## config.mk

```make
export PLATFORM = sky130hd
export DESIGN_NAME = uart_tx_fifo_drain
export DESIGN_NICKNAME = d
export VERILOG_FILES = /design/src/rtl/uart_pkg.sv /design/src/rtl/uart_baud_tick.sv /design/src/rtl/uart_tx_fifo_drain.sv
export SDC_FILE = /design/constraint.sdc
export NUM_CORES = 1
export LEC_CHECK = 0
export BUFFER_PORTS_ARGS = -buffer_cell sky130_fd_sc_hd__buf_2
export CAP_MARGIN = 20
export CORE_MARGIN = 10
export CORE_UTILIZATION = 53
export DETAILED_ROUTE_END_ITERATION = 10
export HOLD_SLACK_MARGIN = 0.03
export MAX_ROUTING_LAYER = met4
export PLACE_DENSITY = 0.85
export SKIP_CTS_REPAIR_TIMING = 1
export SYNTH_ARGS = -nofsm -noshare
export SYNTH_HDL_FRONTEND = slang
export SYNTH_SLANG_ARGS = --single-unit
```

## constraint.sdc

```tcl
create_clock -name clk -period 3.08 [get_ports clk]
set_input_delay 0.154 -clock clk [delete_from_list [all_inputs] [get_ports clk]]
set_output_delay 0.154 -clock clk [all_outputs]
set_load 0.02 [all_outputs]
```

## src/rtl/uart_pkg.sv

```systemverilog
// Shared UART definitions: transmit FSM states and default geometry.
package uart_pkg;

  typedef enum logic [2:0] {IDLE, READ, LOAD, START, DATA, STOP} tx_state_t;

  localparam int UART_DATA_WIDTH   = 8;
  localparam int UART_FIFO_DEPTH   = 16;
  localparam int UART_CLKS_PER_BIT = 16;
  localparam int UART_PTR_W        = $clog2(UART_FIFO_DEPTH);

endpackage

```

## src/rtl/uart_baud_tick.sv

```systemverilog
// Bit-period counter: counts 0..CLKS_PER_BIT-1 while enabled, flags the last cycle of each bit.
module uart_baud_tick #(
  parameter int CLKS_PER_BIT = 16,
  parameter int CNT_W        = $clog2(CLKS_PER_BIT)
) (
  input  logic             clk,
  input  logic             rst_n,
  input  logic             clr,
  input  logic             en,
  output logic [CNT_W-1:0] cnt,
  output logic             bit_end
);

  assign bit_end = en && (cnt == CNT_W'(CLKS_PER_BIT - 1));

  always_ff @(posedge clk or negedge rst_n) begin
    if (!rst_n)      cnt <= '0;
    else if (clr)    cnt <= '0;
    else if (en)     cnt <= bit_end ? '0 : cnt + 1'b1;
  end

endmodule

```

## src/rtl/uart_tx_fifo_drain.sv

```systemverilog
// UART transmitter that pulls bytes from the TX FIFO read port and sends 8N1 frames.
module uart_tx_fifo_drain
  import uart_pkg::*;
#(
  parameter int DATA_WIDTH   = UART_DATA_WIDTH,
  parameter int DEPTH        = UART_FIFO_DEPTH,
  parameter int CLKS_PER_BIT = UART_CLKS_PER_BIT
) (
  input  logic                     clk,
  input  logic                     rst_n,
  input  logic                     fifo_empty,
  input  logic [DATA_WIDTH-1:0]    fifo_dout,
  output logic                     can_read,
  output logic [$clog2(DEPTH)-1:0] rd_ptr,
  output logic                     tx,
  output logic                     busy,
  output logic                     tx_done
);

  localparam int CNT_W = $clog2(CLKS_PER_BIT);
  localparam int IDX_W = $clog2(DATA_WIDTH);

  tx_state_t             state;
  logic [DATA_WIDTH-1:0] shreg;
  logic [IDX_W-1:0]      bit_idx;
  logic [CNT_W-1:0]      cnt;
  logic                  bit_end;
  logic                  cnt_en;
  logic                  cnt_clr;

  assign cnt_en  = (state == START) || (state == DATA) || (state == STOP);
  assign cnt_clr = (state == LOAD);

  uart_baud_tick #(
    .CLKS_PER_BIT(CLKS_PER_BIT),
    .CNT_W       (CNT_W)
  ) u_baud (
    .clk    (clk),
    .rst_n  (rst_n),
    .clr    (cnt_clr),
    .en     (cnt_en),
    .cnt    (cnt),
    .bit_end(bit_end)
  );

  // Outputs are set on the edge entering the state they belong to, so they stay registered.
  always_ff @(posedge clk or negedge rst_n) begin
    if (!rst_n) begin
      state    <= IDLE;
      shreg    <= '0;
      bit_idx  <= '0;
      rd_ptr   <= '0;
      tx       <= 1'b1;
      can_read <= 1'b0;
      busy     <= 1'b0;
      tx_done  <= 1'b0;
    end else begin
      can_read <= 1'b0;
      tx_done  <= 1'b0;
      unique case (state)
        IDLE: if (!fifo_empty) begin
          state    <= READ;
          can_read <= 1'b1;
          busy     <= 1'b1;
        end
        READ: begin
          rd_ptr <= rd_ptr + 1'b1;
          state  <= LOAD;
        end
        LOAD: begin
          shreg   <= fifo_dout;
          bit_idx <= '0;
          tx      <= 1'b0;
          state   <= START;
        end
        START: if (bit_end) begin
          tx    <= shreg[0];
          state <= DATA;
        end
        DATA: if (bit_end) begin
          shreg   <= shreg >> 1;
          bit_idx <= bit_idx + 1'b1;
          if (bit_idx == IDX_W'(DATA_WIDTH - 1)) begin
            tx    <= 1'b1;
            state <= STOP;
          end else begin
            tx <= shreg[1];
          end
        end
        STOP: begin
          // Raise tx_done one cycle early so the registered pulse lands on the final stop cycle.
          if (cnt == CNT_W'(CLKS_PER_BIT - 2)) tx_done <= 1'b1;
          if (bit_end) begin
            busy  <= 1'b0;
            state <= IDLE;
          end
        end
        default: state <= IDLE;
      endcase
    end
  end

endmodule

```

---- After elaboration in Yosys (flattened, before gate mapping) ----
Cells that the tools add are included.
storage, ports and cells
  output and inout bits ................... 8
  flip-flop bits (word level) ............. 26
cells by class
  add/sub/neg operators ................... 3
  reduce and logical (&&, ||, !) cells .... 12
  multiplexer cells ....................... 24
  equal/unequal tests ..................... 13
operators with widths
  operator                                        count
  2-to-1 mux 3 bit                                6
  case mux 3 bit (6 select lines)                 1
  case mux 8 bit (2 select lines)                 1
  2-to-1 mux 4 bit                                3
  == test 3 bit (second input constant)           3
  2-to-1 mux 1 bit                                9
  adder 4 x 1 -> 4 bit (second input constant)    2
  == test 4 bit (second input constant)           2
  2-to-1 mux 8 bit                                1
  != test 2 x 1 -> 1 bit (second input constant)  4
  == test 3 x 2 -> 1 bit (second input constant)  2
  case mux 3 bit (2 select lines)                 1
  AND reduction 3 bit                             2
  nonzero test 2 bit                              3
  AND reduction 5 bit                             1
  adder 3 x 1 -> 3 bit (second input constant)    1
  == test 3 x 1 -> 1 bit (second input constant)  1
  logical NOT 3 bit                               1
  case mux 1 bit (3 select lines)                 1
  nonzero test 3 bit                              1
  logical OR 1 bit                                2
  != test 2 bit (second input constant)           1
  case mux 1 bit (2 select lines)                 1
  AND reduction 2 bit                             1
  logical AND 1 bit                               1

---- Logic depth before layout (Yosys ltp) ----
Gate-level depths: netlist of run 1.
  word-level depth ........................ 7
  mapped depth ............................ 6

---- Hierarchy ----
Synthesis of run 1 repeated with hierarchy kept, for this count alone.
unflattened totals
  cell total of the unflattened synthesis .. 127
  area, all modules ....................... 1343.8 µm²
by module, submodules not included
  module              seq. area each (µm²)  cells each  area an instance (µm²)  instances
  uart_tx_fifo_drain  551.8                 105         1138.6                  1
  uart_baud_tick      100.1                 22          205.2                   1

---- Least setup slack after synthesis of run 1 ----
No wires, ideal clock.
  path type ............................... register to register
  start point ............................. register u_baud.cnt[1]
  end point ............................... register shreg[5]
  slack ................................... 1.519 ns
  setup time .............................. 0.073 ns
  arrival time ............................ 1.488 ns
  path buffers ............................ 1
  cell stages (with the launch flop) ...... 7
  data required time ...................... 3.007 ns
  period minus slack after synthesis ...... 1.561 ns
  path through ............................ dfrtp_1 -> ha_1 -> a41oi_2 -> a211oi_2 -> buf_6 -> nor2_1 -> a21oi_2
on the way
  cells in the longest elaborated chain, start to end .. 4
ends and longest elaborated chain
  item                              line                      text
  start, declared                   uart_baud_tick.sv:10      output logic [CNT_W-1:0] cnt,
  start signal, assigned            uart_baud_tick.sv:19      else if (en) cnt <= bit_end ? '0 : cnt + 1'b1;
  == test 4 bit                     uart_baud_tick.sv:14      assign bit_end = en && (cnt == CNT_W'(CLKS_PER_BIT - 1));
  logical AND 1 bit                 uart_baud_tick.sv:14
  != test 2 x 1 -> 1 bit (no line)  -
  AND reduction 2 bit (no line)     -
  end signal, assigned              uart_tx_fifo_drain.sv:71  shreg <= fifo_dout;
  end signal, assigned              uart_tx_fifo_drain.sv:81  shreg <= shreg >> 1;
  end, declared                     uart_tx_fifo_drain.sv:24  logic [DATA_WIDTH-1:0] shreg;
No other way between the ends.
A chain may end at the register's enable or synchronous reset.

---- Worst setup path in the final report of run 1 ----
  start point ............................. register u_baud.cnt[1]
  end point ............................... register shreg[2]
Same word-level chain as after synthesis.

==> report_table.html, run 1 <==
<table>
<tr><th>Metric</th><th>Value</th></tr>
<tr><th colspan="2">Cells and area</th></tr>
<tr><td>Total inserted antenna cells</td><td>0</td></tr>
<tr><td>Nets</td><td>172</td></tr>
<tr><td>Fraction of layout cells with a size suffix above 1</td><td>20.0%</td></tr>
<tr><td>Reg area</td><td>652 µm²</td></tr>
<tr><td>Final Instance Count excl. Fillers</td><td>185</td></tr>
<tr><td>Filler Cells Inserted</td><td>190</td></tr>
<tr><td>Area taken by multi-input logic gates</td><td>roughly 670 µm²</td></tr>
<tr><td>Most common cell after layout, fill and taps aside</td><td>sky130_fd_sc_hd__dfrtp_1</td></tr>
<tr><td>Final core utilization</td><td>61.7%</td></tr>
<tr><td>Most used cells in the layout excluding fill and tap cells</td><td>sky130_fd_sc_hd__dfrtp_1, sky130_fd_sc_hd__buf_2, sky130_fd_sc_hd__nor2_1</td></tr>
<tr><td>Post-route cell area</td><td>1540 µm²</td></tr>
<tr><td>Synthesis-to-finish area growth</td><td>11.0%</td></tr>
<tr><th colspan="2">Detailed routing</th></tr>
<tr><td>Vias</td><td>1,079</td></tr>
<tr><td>Total routed wirelength</td><td>2760 µm</td></tr>
<tr><td>Routed WL per cell</td><td>14.9 µm</td></tr>
<tr><td>Via count normalized by instance count</td><td>just under 6</td></tr>
<tr><td>Number of detailed-routing iterations run before antenna repair</td><td>4</td></tr>
<tr><td>Final ANT Viol Nets</td><td>0</td></tr>
<tr><td>Detailed-route DRC error count</td><td>0</td></tr>
<tr><td>DRT iter0 DRCs</td><td>between 100 and 150</td></tr>
<tr><th colspan="2">Timing</th></tr>
<tr><td>Maximum frequency from static timing analysis</td><td>482 MHz</td></tr>
<tr><td>Total negative slack</td><td>0 ns</td></tr>
<tr><td>Unrepaired setup endpoints after global routing</td><td>no</td></tr>
<tr><td>Final hold violations</td><td>0</td></tr>
<tr><td>Worst relative slew slack</td><td>38.9%</td></tr>
<tr><td>Max Transition Viols Final</td><td>0</td></tr>
<tr><td>Clk_skew</td><td>slightly above 0.009 ns</td></tr>
<tr><td>Transition time of the tightest slew-check pin</td><td>0.915 ns</td></tr>
<tr><td>Final cycle utilization of the critical path</td><td>about two thirds</td></tr>
<tr><td>Count of endpoints failing setup in the final report</td><td>0</td></tr>
<tr><td>Period minus WS final</td><td>2.08 ns</td></tr>
<tr><th colspan="2">Placement</th></tr>
<tr><td>Port bufs</td><td>18</td></tr>
<tr><td>Half-perimeter wire length of the detailed placement result</td><td>around 2000 µm</td></tr>
<tr><td>DP Area</td><td>1470 µm²</td></tr>
<tr><td>Placer Congestion</td><td>0.848</td></tr>
<tr><td>Cell count after placement</td><td>179</td></tr>
<tr><th colspan="2">Global routing</th></tr>
<tr><td>Maximum number of pins on one net before global-route repair</td><td>27</td></tr>
<tr><td>Initial antenna violation count</td><td>0</td></tr>
<tr><td>Total track usage</td><td>roughly an eighth</td></tr>
<tr><td>First-pass GRT wire length</td><td>between 4000 and 5000 µm</td></tr>
<tr><td>Total congestion overflow</td><td>0</td></tr>
<tr><td>Via count of the first global-routing pass</td><td>1,084</td></tr>
<tr><th colspan="2">Logic synthesis</th></tr>
<tr><td>Post-synthesis instance area</td><td>1390 µm²</td></tr>
<tr><td>Number of enable-type register cells in the synthesized netlist</td><td>0</td></tr>
<tr><td>Top flip-flop cell by instance count after synthesis</td><td>sky130_fd_sc_hd__dfrtp_1</td></tr>
<tr><td>Share of synthesized flip-flops with an asynchronous set or reset</td><td>100%</td></tr>
<tr><td>Yosys warning count</td><td>0</td></tr>
<tr><td>Mean area per synthesized cell</td><td>10.0 µm²</td></tr>
<tr><td>Number of flip-flops and latches in the synthesized netlist</td><td>26</td></tr>
<tr><td>Gate count of the mapped netlist</td><td>around 140</td></tr>
<tr><td>Part of the Yosys area used for sequential elements</td><td>between 40% and 50%</td></tr>
<tr><td>Synth Net Count</td><td>155</td></tr>
<tr><td>Cell variety after synth</td><td>38</td></tr>
<tr><th colspan="2">Power and ir drop</th></tr>
<tr><td>Total power per unit cell area</td><td>395 nW/µm²</td></tr>
<tr><td>Worst-case vdd ir drop</td><td>0.321 mV</td></tr>
<tr><td>Leakage component of the power</td><td>0.771 nW</td></tr>
<tr><th colspan="2">Floorplanning</th></tr>
<tr><td>Vertical die dimension</td><td>71.2 µm</td></tr>
<tr><td>Num ports</td><td>19</td></tr>
<tr><td>Core Box Area</td><td>2500 µm²</td></tr>
<tr><td>Row cnt</td><td>18</td></tr>
<tr><td>Die Area</td><td>5070 µm²</td></tr>
<tr><td>Starting utilization of the core area</td><td>55.6%</td></tr>
<tr><td>Die X</td><td>between 70 and 80 µm</td></tr>
<tr><th colspan="2">Worst setup path</th></tr>
<tr><td>Kind of capture point of the worst setup path</td><td>flop</td></tr>
<tr><td>Data arrival time of the critical path</td><td>2.33 ns</td></tr>
<tr><td>Crit Path Max Fanout</td><td>15</td></tr>
<tr><td>Required time at the endpoint of the critical path</td><td>3.34 ns</td></tr>
<tr><td>Crit start category</td><td>flop</td></tr>
<tr><td>Type of the worst setup path</td><td>reg2reg</td></tr>
<tr><th colspan="2">CTS</th></tr>
<tr><td>Total CTS buffers</td><td>3</td></tr>
<tr><td>Number of sinks handled by clock tree synthesis</td><td>26</td></tr>
<tr><td>Clock-pin slew reported for the worst setup and hold paths after clock tree synthesis</td><td>~0.15 ns</td></tr>
<tr><td>H-tree levels</td><td>1</td></tr>
<tr><td>Insertion delay to the later sink of the worst-skew pair</td><td>around 0.33 ns</td></tr>
<tr><td>CTS Buffer Depth</td><td>2</td></tr>
<tr><td>Root buf cell</td><td>sky130_fd_sc_hd__clkbuf_4</td></tr>
<tr><td>TritonCTS clock tree</td><td>yes</td></tr>
<tr><th colspan="2">Flow run</th></tr>
<tr><td>Max-cap violation count</td><td>0</td></tr>
<tr><th colspan="2">Hold path</th></tr>
<tr><td>Worst Hold Class</td><td>in2reg</td></tr>
<tr><th colspan="2">Status</th></tr>
<tr><td>Result of the run</td><td>finished clean</td></tr>
</table>
cells in the mapped netlist, drive strengths merged (2+ instances only):
| master | count | area, µm² |
|---|---|---|
| a211oi | 4 | 35.0 |
| a21o | 2 | 15.0 |
| dfrtp | 25 | 626 |
| ha | 5 | 62.6 |
| a221oi | 2 | 17.5 |
| mux2i | 9 | 90.1 |
| clkbuf | 2 | 7.51 |
| nor2 | 18 | 75.1 |
| a22o | 4 | 35.0 |
| inv | 4 | 15.0 |
| nand4 | 2 | 12.5 |
| nor3 | 2 | 10.0 |
| a31oi | 2 | 12.5 |
| nand2 | 8 | 30.0 |
| nand2b | 4 | 25.0 |
| a21oi | 10 | 57.6 |
| buf | 7 | 47.5 |
| o21ai | 9 | 45.0 |
| nand3 | 4 | 20.0 |
| xnor2 | 2 | 17.5 |
stage by stage:
stage / hold WS (ns) / power [mW] / setup WS, ns
global route: 0.0982 / 0.636 / 0.706
CTS: -0.189 / 0.614 / 1.00
floorplan: -0.142 / 0.363 / 1.52
global placement: 0.178 / 0.377 / 1.18
finish: 0.111 / 0.609 / 1.00
detailed placement: 0.189 / 0.378 / 1.03
logic make-up (layout without fill, tap and decap cells):
| kind of cell | after synthesis | in the layout | synth area share, % |
|---|---|---|---|
| compound gates | 38 | 38 | 19.0 |
| xor+xnor | 3 | 3 | 1.89 |
| fa+ha+maj | 5 | 5 | 4.50 |
| buf+inv | 13 | 29 | 5.04 |
| flops | 26 | 26 | 46.9 |
| mux | 10 | 10 | 7.29 |
| simple gates | 44 | 44 | 15.4 |
routing by layer:
layer,part of all wire [%],GRT usage [%]
met1,46,14.7
met2,48,18.8
met3,5.0,2.89
met4,0.91,3.23
met5,0,-
path summary, 6_finish.rpt:
check	slack, ns	end	cells after the start	start
setup / recovery	1.00	shreg[2]	5	u_baud.cnt[1]
hold / removal	0.11	shreg[3]	3	fifo_dout[3]
setup reg to reg	1.00	shreg[2]	5	u_baud.cnt[1]
hold reg to reg	0.48	rd_ptr[3]	1	rd_ptr[3]
max in group asynchronous	2.36	shreg[2]	2	rst_n
min in group asynchronous	0.34	u_baud.cnt[0]	2	rst_n
area by class of cell:
| class | instances | area share [%] |
|---|---|---|
| Tap cell | 30 | 2.43 |
| Multi-Input combinational cell | 100 | 43.3 |
| Clock buffer | 3 | 1.46 |
| Sequential cell | 26 | 42.3 |
| Timing Repair Buffer | 21 | 7.62 |
| Inverter | 4 | 0.973 |
| Clock inverter | 1 | 1.95 |
power breakdown:
| part | switching, mW | total (mW) | internal [mW] |
|---|---|---|---|
| clock | 0.104 | 0.236 | 0.132 |
| combinational | 0.0122 | 0.0226 | 0.0105 |
| sequential | 0.00301 | 0.350 | 0.347 |
| total | 0.119 | 0.609 | 0.489 |
worst max-delay path, cell delays in order, from the launching register on:
cell                       delay (ns)
sky130_fd_sc_hd__dfrtp_1         0.46
sky130_fd_sc_hd__ha_1            0.33
sky130_fd_sc_hd__a41oi_2         0.16
sky130_fd_sc_hd__a211oi_2        0.80
sky130_fd_sc_hd__nor2_1          0.11
sky130_fd_sc_hd__a21oi_1         0.15
flip-flops by register name (all words and copies together), names as in the netlist:
name        count
shreg           8
rd_ptr          4
busy            1
can_read        1
u_baud.cnt      4
bit_idx         3
state           3
tx_done         1
tx              1
(Power assumes the default switching activity.)
==> run 2: changes to the inputs <==
Settings changed: ABC_AREA set to 1, CORE_UTILIZATION 53 to 50.
Clock period 3.08 ns to 1.67 ns, I/O delays scaled along.
==> run 2 against run 1 <==
  * Total power grew to 4.3 times the previous value
  * Largest power group is now combinational cells
  * Synthesized cell count grew 11%
  * Flip-flop and latch count is the same
  * Clock power grew 83%
  * Combinational power grew to 51 times the previous value
  * Synthesized area shrank 0.18%
  * Critical path depth grew 1
  * Routed wire length shrank 7.3%
  * Critical path type unchanged
  * Non-clock buffer count grew 2
==> report_table.html, run 2 <==
<table>
<tr><th>Metric</th><th>Value</th></tr>
<tr><th colspan="2">Logic synthesis</th></tr>
<tr><td>Post-synth top area share</td><td>45.1%</td></tr>
<tr><td>Number of flip-flops and latches in the synthesized netlist</td><td>26</td></tr>
<tr><td>Top flip-flop cell by instance count after synthesis</td><td>sky130_fd_sc_hd__dfrtp_1</td></tr>
<tr><td>Mean area per synthesized cell</td><td>9.01 µm²</td></tr>
<tr><td>Post-synthesis instance area</td><td>approximately 1400 µm²</td></tr>
<tr><td>Synth Net Count</td><td>170</td></tr>
<tr><td>Synth top area cells</td><td>sky130_fd_sc_hd__dfrtp_1, sky130_fd_sc_hd__nand2_1, sky130_fd_sc_hd__inv_1, sky130_fd_sc_hd__ha_1, sky130_fd_sc_hd__o21ai_2</td></tr>
<tr><td>Yosys warning count</td><td>0</td></tr>
<tr><td>Biggest area consumer among synthesized cells</td><td>sky130_fd_sc_hd__dfrtp_1</td></tr>
<tr><td>Part of the Yosys area used for sequential elements</td><td>47.0%</td></tr>
<tr><td>Cell with the most instances after synthesis</td><td>sky130_fd_sc_hd__nand2_1</td></tr>
<tr><td>Number of enable-type register cells in the synthesized netlist</td><td>0</td></tr>
<tr><td>Cell types with the highest counts after synthesis</td><td>sky130_fd_sc_hd__nand2_1, sky130_fd_sc_hd__dfrtp_1, sky130_fd_sc_hd__inv_1</td></tr>
<tr><td>Gate count of the mapped netlist</td><td>154</td></tr>
<tr><td>Cell variety after synth</td><td>26</td></tr>
<tr><td>Share of synthesized flip-flops with an asynchronous set or reset</td><td>100%</td></tr>
<tr><th colspan="2">Power and ir drop</th></tr>
<tr><td>Total design power</td><td>2.63 mW</td></tr>
<tr><td>Internal power summed over all cells</td><td>1.53 mW</td></tr>
<tr><td>Total power per unit cell area</td><td>1680 nW/µm²</td></tr>
<tr><td>Switching power as a share of total power</td><td>42.0%</td></tr>
<tr><td>Share of total power in combinational logic</td><td>43.8%</td></tr>
<tr><td>Worst-case vdd ir drop</td><td>0.944 mV</td></tr>
<tr><td>Proportion of power drawn by the clock network</td><td>16.4%</td></tr>
<tr><td>Share of power burned in registers</td><td>39.8%</td></tr>
<tr><td>Leakage component of the power</td><td>0.799 nW</td></tr>
<tr><td>Net switching power</td><td>1.11 mW</td></tr>
<tr><th colspan="2">Worst setup path</th></tr>
<tr><td>Critical Path Slowest Stage Cell</td><td>sky130_fd_sc_hd__dfrtp_1</td></tr>
<tr><td>Largest stage delay on the critical path</td><td>0.52 ns</td></tr>
<tr><td>Buffers &amp; Inverters on Critical Path</td><td>1</td></tr>
<tr><td>Kind of capture point of the worst setup path</td><td>flop</td></tr>
<tr><td>Cell count along the critical path</td><td>6</td></tr>
<tr><td>Required time at the endpoint of the critical path</td><td>1.93 ns</td></tr>
<tr><td>Worst R2R Setup Slack</td><td>0.17 ns</td></tr>
<tr><td>Crit Path Max Fanout</td><td>15</td></tr>
<tr><td>Worst setup startpoint</td><td>state[0]</td></tr>
<tr><td>Crit path max-delay family</td><td>flip-flops</td></tr>
<tr><td>Startpoint of the worst register-to-register path</td><td>state[0]</td></tr>
<tr><td>Data arrival time of the critical path</td><td>1.76 ns</td></tr>
<tr><td>Ordered list of cells on the worst path</td><td>nor2_4 &gt; nand2_2 &gt; o21ai_4 &gt; buf_4 &gt; nand2_1 &gt; o21ai_2</td></tr>
<tr><td>R2r worst-path depth</td><td>6</td></tr>
<tr><td>Type of the worst setup path</td><td>reg2reg</td></tr>
<tr><td>Crit start category</td><td>flop</td></tr>
<tr><td>Critical R2R Capture</td><td>shreg[5]</td></tr>
<tr><th colspan="2">Cells and area</th></tr>
<tr><td>Final Instance Count excl. Fillers</td><td>between 200 and 250</td></tr>
<tr><td>Synthesis-to-finish area growth</td><td>12.8%</td></tr>
<tr><td>Most common cell after layout, fill and taps aside</td><td>sky130_fd_sc_hd__nand2_1</td></tr>
<tr><td>Number of flip-flops in the largest register</td><td>8</td></tr>
<tr><td>Fraction of layout cells with a size suffix above 1</td><td>26.0%</td></tr>
<tr><td>Total inserted antenna cells</td><td>0</td></tr>
<tr><td>Most used cells in the layout excluding fill and tap cells</td><td>sky130_fd_sc_hd__nand2_1, sky130_fd_sc_hd__dfrtp_1, sky130_fd_sc_hd__inv_1, sky130_fd_sc_hd__buf_2, sky130_fd_sc_hd__o21ai_1</td></tr>
<tr><td>Top reg by flops</td><td>shreg</td></tr>
<tr><td>Largest registers</td><td>shreg: 8 flops, rd_ptr: 4 flops, u_baud.cnt: 4 flops</td></tr>
<tr><td>Nets</td><td>approximately 190</td></tr>
<tr><th colspan="2">Floorplanning</th></tr>
<tr><td>Row cnt</td><td>19</td></tr>
<tr><td>Vertical die dimension</td><td>72.7 µm</td></tr>
<tr><td>Die Area</td><td>5280 µm²</td></tr>
<tr><td>Die X</td><td>roughly 73 µm</td></tr>
<tr><td>Starting utilization of the core area</td><td>51.2%</td></tr>
<tr><td>Num ports</td><td>19</td></tr>
<tr><td>Core Box Area</td><td>2710 µm²</td></tr>
<tr><th colspan="2">Placement</th></tr>
<tr><td>Cell count after placement</td><td>approximately 200</td></tr>
<tr><td>Placer Congestion</td><td>0.907</td></tr>
<tr><td>Setup Slack @ Placement</td><td>0.207 ns</td></tr>
<tr><td>Port bufs</td><td>18</td></tr>
<tr><td>Half-perimeter wire length of the detailed placement result</td><td>1970 µm</td></tr>
<tr><th colspan="2">Timing</th></tr>
<tr><td>Total negative slack</td><td>0 ns</td></tr>
<tr><td>Worst relative slew slack</td><td>61.8%</td></tr>
<tr><td>Maximum frequency from static timing analysis</td><td>between 600 and 700 MHz</td></tr>
<tr><td>Transition time of the tightest slew-check pin</td><td>0.573 ns</td></tr>
<tr><td>Max Transition Viols Final</td><td>0</td></tr>
<tr><td>Clk_skew</td><td>0.00516 ns</td></tr>
<tr><td>Period minus WS final</td><td>1.50 ns</td></tr>
<tr><td>Unrepaired setup endpoints after global routing</td><td>no</td></tr>
<tr><td>Final cycle utilization of the critical path</td><td>90.1%</td></tr>
<tr><td>Count of endpoints failing setup in the final report</td><td>0</td></tr>
<tr><td>Worst-case setup margin in the final layout</td><td>0.166 ns</td></tr>
<tr><td>Final hold violations</td><td>0</td></tr>
<tr><th colspan="2">Global routing</th></tr>
<tr><td>Total track usage</td><td>10.4%</td></tr>
<tr><td>Total congestion overflow</td><td>0</td></tr>
<tr><td>First-pass GRT wire length</td><td>4440 µm</td></tr>
<tr><td>Busiest layer in global routing</td><td>met2</td></tr>
<tr><td>Global-route track usage on met2</td><td>18.5%</td></tr>
<tr><td>Maximum number of pins on one net before global-route repair</td><td>27</td></tr>
<tr><td>Met1 routing resource usage after global routing</td><td>a little under an eighth</td></tr>
<tr><td>Initial antenna violation count</td><td>0</td></tr>
<tr><td>Via count of the first global-routing pass</td><td>between 1,000 and 1,500</td></tr>
<tr><td>Met3 Resource Use GR</td><td>about 2%</td></tr>
<tr><th colspan="2">Status</th></tr>
<tr><td>Result of the run</td><td>finished clean</td></tr>
<tr><th colspan="2">Detailed routing</th></tr>
<tr><td>DRT iter0 DRCs</td><td>18</td></tr>
<tr><td>Detailed-route DRC error count</td><td>0</td></tr>
<tr><td>Number of detailed-routing iterations run before antenna repair</td><td>4</td></tr>
<tr><td>Final ANT Viol Nets</td><td>0</td></tr>
<tr><td>Total routed wirelength</td><td>approximately 2600 µm</td></tr>
<tr><td>Vias</td><td>1,032</td></tr>
<tr><td>Via count normalized by instance count</td><td>just under 5</td></tr>
<tr><td>Routed WL per cell</td><td>12.3 µm</td></tr>
<tr><th colspan="2">Hold path</th></tr>
<tr><td>Hold path endpoint</td><td>shreg[2]</td></tr>
<tr><td>Hold Path Origin</td><td>fifo_dout[2]</td></tr>
<tr><td>Worst Hold Class</td><td>in2reg</td></tr>
<tr><td>Count of cells along the worst hold path</td><td>5</td></tr>
<tr><th colspan="2">Flow run</th></tr>
<tr><td>Max-cap violation count</td><td>0</td></tr>
<tr><th colspan="2">CTS</th></tr>
<tr><td>TritonCTS clock tree</td><td>yes</td></tr>
<tr><td>Number of sinks handled by clock tree synthesis</td><td>26</td></tr>
<tr><td>Insertion delay to the later sink of the worst-skew pair</td><td>0.32 ns</td></tr>
<tr><td>Total CTS buffers</td><td>3</td></tr>
<tr><td>Root buf cell</td><td>sky130_fd_sc_hd__clkbuf_4</td></tr>
<tr><td>CTS Buffer Depth</td><td>2</td></tr>
<tr><td>Clock-pin slew reported for the worst setup and hold paths after clock tree synthesis</td><td>roughly 0.14 ns</td></tr>
<tr><td>H-tree levels</td><td>1</td></tr>
</table>
run 2: kinds of logic after synthesis:
kind of cell | after synthesis | share of synthesized area [%]
AND/OR/NAND/NOR | 67 | 23.4
XOR/XNOR | 4 | 2.53
AO/OA/AOI/OAI | 27 | 12.9
multiplexers | 1 | 0.811
buffers and inverters | 24 | 8.93
flip-flops | 26 | 47.0
adder cells (fa/ha/maj) | 5 | 4.51
run 2: per-layer routing:
layer	vias up	wire, µm
met5	-	0
met4	0	0
met3	0	85
met2	14	1310
met1	478	1160
li1	540	-
run 2: worst min-delay path: stages:
cell and delay [ns]:
sky130_fd_sc_hd__buf_2 0.07, sky130_fd_sc_hd__nand2_1 0.04, sky130_fd_sc_hd__o21ai_1 0.06, sky130_fd_sc_hd__nand2_1 0.07, sky130_fd_sc_hd__o21ai_2 0.05
run 2: power groups by stage:
stage	registers (mW)	clock network [mW]	logic (mW)
6_report	1.05	0.432	1.15
5_1_grt	1.08	0.471	1.33
4_1_cts	1.05	0.448	1.17
3_5_place_dp	1.06	0	1.16
3_3_place_gp	1.04	0	1.11
2_1_floorplan	1.07	0	0.926
run 2: worst max path at each step:
stage | to
floorplan | shreg[6]
global placement | shreg[2]
CTS | shreg[5]
finish | shreg[5]
detailed placement | shreg[7]
global route | shreg[0]
run 2: area by class of cell:
cell class	count	area, µm²
sequential	26	652
tap	31	38.8
inverter	20	75.1
timing repair buffer	23	135
clock inverter	1	30.0
multi-input combinational	104	612
clock buffer	3	22.5
fill	255	1140
run 2: through the flow:
step / hold slack (ns) / utilization (%) / area (µm²)
2_1_floorplan: -0.212 / - / 1390
3_3_place_gp: 0.101 / 54.7 / 1480
3_5_place_dp: 0.121 / 54.7 / 1480
4_1_cts: -0.252 / 56.6 / 1540
5_1_grt: 0.0902 / 57.8 / 1570
6_report: 0.0712 / 57.8 / 1570
==> run 3: changes to the inputs <==
Settings changed: BUFFER_PORTS_ARGS -buffer_cell sky130_fd_sc_hd__buf_2 to not set, CORE_UTILIZATION 50 to 53, DONT_BUFFER_PORTS set to 1, PLACE_DENSITY 0.85 to 0.82.
==> run 3 against run 2 <==
  * The run now ends with negative hold slack left
  * Critical path depth stayed put
  * Clock skew shrank 0.0045 ns
  * Setup slack gained 0.028 ns
  * Combinational power down 9%
  * Flip-flop and latch count unchanged
  * Die area decreased by 4.1%
  * Maximum frequency up 1.9%
  * Sequential share of layout area up 1.1 points
  * Non-clock buffer count down 11
  * Register-to-register slack gained 0.03 ns
  * Final area is 2.6% lower
  * Clock power down 36%
  * Largest cell class unchanged
==> report_table.html, run 3 (synthesized netlist as in run 2, its figures left out) <==
<table>
<tr><th>Metric</th><th>Value</th></tr>
<tr><th colspan="2">Detailed routing</th></tr>
<tr><td>Number of detailed-routing iterations run before antenna repair</td><td>4</td></tr>
<tr><td>Final ANT Viol Nets</td><td>0</td></tr>
<tr><td>Total routed wirelength</td><td>around 2600 µm</td></tr>
<tr><td>Via count normalized by instance count</td><td>around 5.2</td></tr>
<tr><td>Detailed-route DRC error count</td><td>0</td></tr>
<tr><td>Vias</td><td>~1,000</td></tr>
<tr><td>DRT iter0 DRCs</td><td>72</td></tr>
<tr><td>Routed WL per cell</td><td>about 13 µm</td></tr>
<tr><th colspan="2">CTS</th></tr>
<tr><td>Root buf cell</td><td>sky130_fd_sc_hd__clkbuf_4</td></tr>
<tr><td>CTS Buffer Depth</td><td>2</td></tr>
<tr><td>Total CTS buffers</td><td>3</td></tr>
<tr><td>Clock-pin slew reported for the worst setup and hold paths after clock tree synthesis</td><td>between 0.1 and 0.15 ns</td></tr>
<tr><td>TritonCTS clock tree</td><td>yes</td></tr>
<tr><td>Number of sinks handled by clock tree synthesis</td><td>26</td></tr>
<tr><td>H-tree levels</td><td>1</td></tr>
<tr><td>Insertion delay to the later sink of the worst-skew pair</td><td>0.32 ns</td></tr>
<tr><th colspan="2">Global routing</th></tr>
<tr><td>Via count of the first global-routing pass</td><td>1,037</td></tr>
<tr><td>Maximum number of pins on one net before global-route repair</td><td>27</td></tr>
<tr><td>First-pass GRT wire length</td><td>around 4500 µm</td></tr>
<tr><td>Initial antenna violation count</td><td>0</td></tr>
<tr><td>Total track usage</td><td>10.6%</td></tr>
<tr><td>Total congestion overflow</td><td>0</td></tr>
<tr><th colspan="2">Worst setup path</th></tr>
<tr><td>Data arrival time of the critical path</td><td>around 1.7 ns</td></tr>
<tr><td>Type of the worst setup path</td><td>reg2reg</td></tr>
<tr><td>Crit Path Max Fanout</td><td>15</td></tr>
<tr><td>Required time at the endpoint of the critical path</td><td>1.93 ns</td></tr>
<tr><td>Kind of capture point of the worst setup path</td><td>flop</td></tr>
<tr><td>Critical Path Slowest Stage Cell</td><td>sky130_fd_sc_hd__dfrtp_1</td></tr>
<tr><td>Buffers &amp; Inverters on Critical Path</td><td>1</td></tr>
<tr><td>Largest stage delay on the critical path</td><td>0.43 ns</td></tr>
<tr><td>Crit path max-delay family</td><td>flip-flops</td></tr>
<tr><td>Crit start category</td><td>flop</td></tr>
<tr><td>Ordered list of cells on the worst path</td><td>ha_1 &gt; nand3_4 &gt; o21ai_4 &gt; buf_4 &gt; nand2_1 &gt; o21ai_2</td></tr>
<tr><th colspan="2">Status</th></tr>
<tr><td>Result of the run</td><td>finished, violations left</td></tr>
<tr><td>Failing checks</td><td>negative hold slack</td></tr>
<tr><th colspan="2">Timing</th></tr>
<tr><td>Unrepaired setup endpoints after global routing</td><td>no</td></tr>
<tr><td>Count of endpoints failing setup in the final report</td><td>0</td></tr>
<tr><td>Maximum frequency from static timing analysis</td><td>678 MHz</td></tr>
<tr><td>Worst-case setup margin in the final layout</td><td>0.194 ns</td></tr>
<tr><td>Clk_skew</td><td>approximately 0.00066 ns</td></tr>
<tr><td>Transition time of the tightest slew-check pin</td><td>0.331 ns</td></tr>
<tr><td>Total negative slack</td><td>0 ns</td></tr>
<tr><td>Max Transition Viols Final</td><td>0</td></tr>
<tr><td>Final cycle utilization of the critical path</td><td>88.4%</td></tr>
<tr><td>Worst relative slew slack</td><td>78.0%</td></tr>
<tr><td>Final hold violations</td><td>1</td></tr>
<tr><td>Period minus WS final</td><td>1.48 ns</td></tr>
<tr><td>Worst-case hold slack</td><td>-0.00814 ns</td></tr>
<tr><th colspan="2">Power and ir drop</th></tr>
<tr><td>Switching power as a share of total power</td><td>44.5%</td></tr>
<tr><td>Share of power burned in registers</td><td>45.7%</td></tr>
<tr><td>Internal power summed over all cells</td><td>1.36 mW</td></tr>
<tr><td>Proportion of power drawn by the clock network</td><td>11.3%</td></tr>
<tr><td>Worst-case vdd ir drop</td><td>about 0.8 mV</td></tr>
<tr><td>Net switching power</td><td>1.09 mW</td></tr>
<tr><td>Total power per unit cell area</td><td>1610 nW/µm²</td></tr>
<tr><td>Leakage component of the power</td><td>between 0.7 and 0.8 nW</td></tr>
<tr><td>Share of total power in combinational logic</td><td>43.0%</td></tr>
<tr><th colspan="2">Floorplanning</th></tr>
<tr><td>Vertical die dimension</td><td>71.2 µm</td></tr>
<tr><td>Die X</td><td>71.2 µm</td></tr>
<tr><td>Starting utilization of the core area</td><td>56.0%</td></tr>
<tr><td>Core Box Area</td><td>2480 µm²</td></tr>
<tr><td>Num ports</td><td>19</td></tr>
<tr><td>Row cnt</td><td>18</td></tr>
<tr><td>Die Area</td><td>5060 µm²</td></tr>
<tr><th colspan="2">Cells and area</th></tr>
<tr><td>Number of flip-flops in the largest register</td><td>8</td></tr>
<tr><td>Largest registers</td><td>shreg: 8 flops, rd_ptr: 4 flops, u_baud.cnt: 4 flops</td></tr>
<tr><td>Total inserted antenna cells</td><td>0</td></tr>
<tr><td>Most common cell after layout, fill and taps aside</td><td>sky130_fd_sc_hd__nand2_1</td></tr>
<tr><td>Filler Cells Inserted</td><td>210</td></tr>
<tr><td>Fraction of layout cells with a size suffix above 1</td><td>between 10% and 20%</td></tr>
<tr><td>Nets</td><td>between 150 and 200</td></tr>
<tr><td>Top reg by flops</td><td>shreg</td></tr>
<tr><td>Post-route cell area</td><td>1530 µm²</td></tr>
<tr><td>Most used cells in the layout excluding fill and tap cells</td><td>sky130_fd_sc_hd__nand2_1, sky130_fd_sc_hd__dfrtp_1, sky130_fd_sc_hd__inv_1</td></tr>
<tr><td>Reg area</td><td>around 650 µm²</td></tr>
<tr><td>Area taken by multi-input logic gates</td><td>approximately 610 µm²</td></tr>
<tr><td>Synthesis-to-finish area growth</td><td>9.92%</td></tr>
<tr><th colspan="2">Placement</th></tr>
<tr><td>Half-perimeter wire length of the detailed placement result</td><td>1940 µm</td></tr>
<tr><td>Placer Congestion</td><td>0.845</td></tr>
<tr><td>Port bufs</td><td>0</td></tr>
<tr><td>DP Area</td><td>1400 µm²</td></tr>
<tr><td>Setup Slack @ Placement</td><td>0.213 ns</td></tr>
<tr><th colspan="2">Hold path</th></tr>
<tr><td>Worst Hold Class</td><td>in2reg</td></tr>
<tr><th colspan="2">Flow run</th></tr>
<tr><td>Max-cap violation count</td><td>0</td></tr>
</table>
## run 3: cell count changes in the layout (fill, tap and decap cells not counted)
cell	delta
sky130_fd_sc_hd__bufinv_16	-1
sky130_fd_sc_hd__dlygate4sd3_1	+5
sky130_fd_sc_hd__buf_12	+1
sky130_fd_sc_hd__buf_4	+1
sky130_fd_sc_hd__clkbuf_1	+1
sky130_fd_sc_hd__buf_2	-18
## run 3: cell type report
class / count / share of cell area, %
multi-input cells: 104 / 40.1
inverters: 20 / 4.92
flip-flops and latches: 26 / 42.7
well taps: 30 / 2.46
clock buffers: 4 / 1.72
repair buffers: 12 / 8.04
## run 3: worst paths after layout
| path | start | endpoint | slack (ns) | depth (start not counted) |
|---|---|---|---|---|
| setup / recovery | u_baud.cnt[0] | shreg[1] | 0.19 | 6 |
| hold / removal | fifo_dout[2] | shreg[2] | -0.008 | 4 |
| setup reg to reg | u_baud.cnt[0] | shreg[1] | 0.19 | 6 |
| hold reg to reg | shreg[0] | shreg[0] | 0.50 | 2 |
| max in group asynchronous | rst_n | tx | 1.27 | 2 |
| min in group asynchronous | rst_n | busy | 0.17 | 2 |
## run 3: per-layer routing
metal | track usage, % | vias to the layer above | routed length (µm)
met1 | 12.0 | 485 | 1140
met5 | - | - | 0
met4 | 2.80 | 0 | 22
met3 | 2.23 | 2 | 86
met2 | 18.3 | 18 | 1340
li1 | - | 518 | -
## run 3: power groups by stage
stage               Sequential [mW]  Clock, mW  Combinational [mW]
global placement               1.12          0               0.973
detailed placement             1.14          0                1.03
floorplan                      1.07          0               0.926
CTS                            1.12      0.283                1.04
finish                         1.12      0.276                1.05
global route                   1.15      0.305                1.22
## run 3: per-stage QoR
step | power, mW | utilization (%) | hold WS, ns | instances
global placement | 2.09 | 56.5 | -0.211 | 183
CTS | 2.44 | 57.5 | -0.577 | 187
finish | 2.45 | 61.6 | -0.00814 | 196
floorplan | 1.99 | - | -0.212 | 154
global route | 2.68 | 61.6 | 0.0353 | 196
detailed placement | 2.17 | 56.5 | -0.211 | 183
## run 3: worst register-to-register path: stages, from the launching register on
cell	delay [ns]
sky130_fd_sc_hd__dfrtp_1	0.43
sky130_fd_sc_hd__ha_1	0.26
sky130_fd_sc_hd__nand3_4	0.16
sky130_fd_sc_hd__o21ai_4	0.19
sky130_fd_sc_hd__buf_4	0.23
sky130_fd_sc_hd__nand2_1	0.09
sky130_fd_sc_hd__o21ai_2	0.07
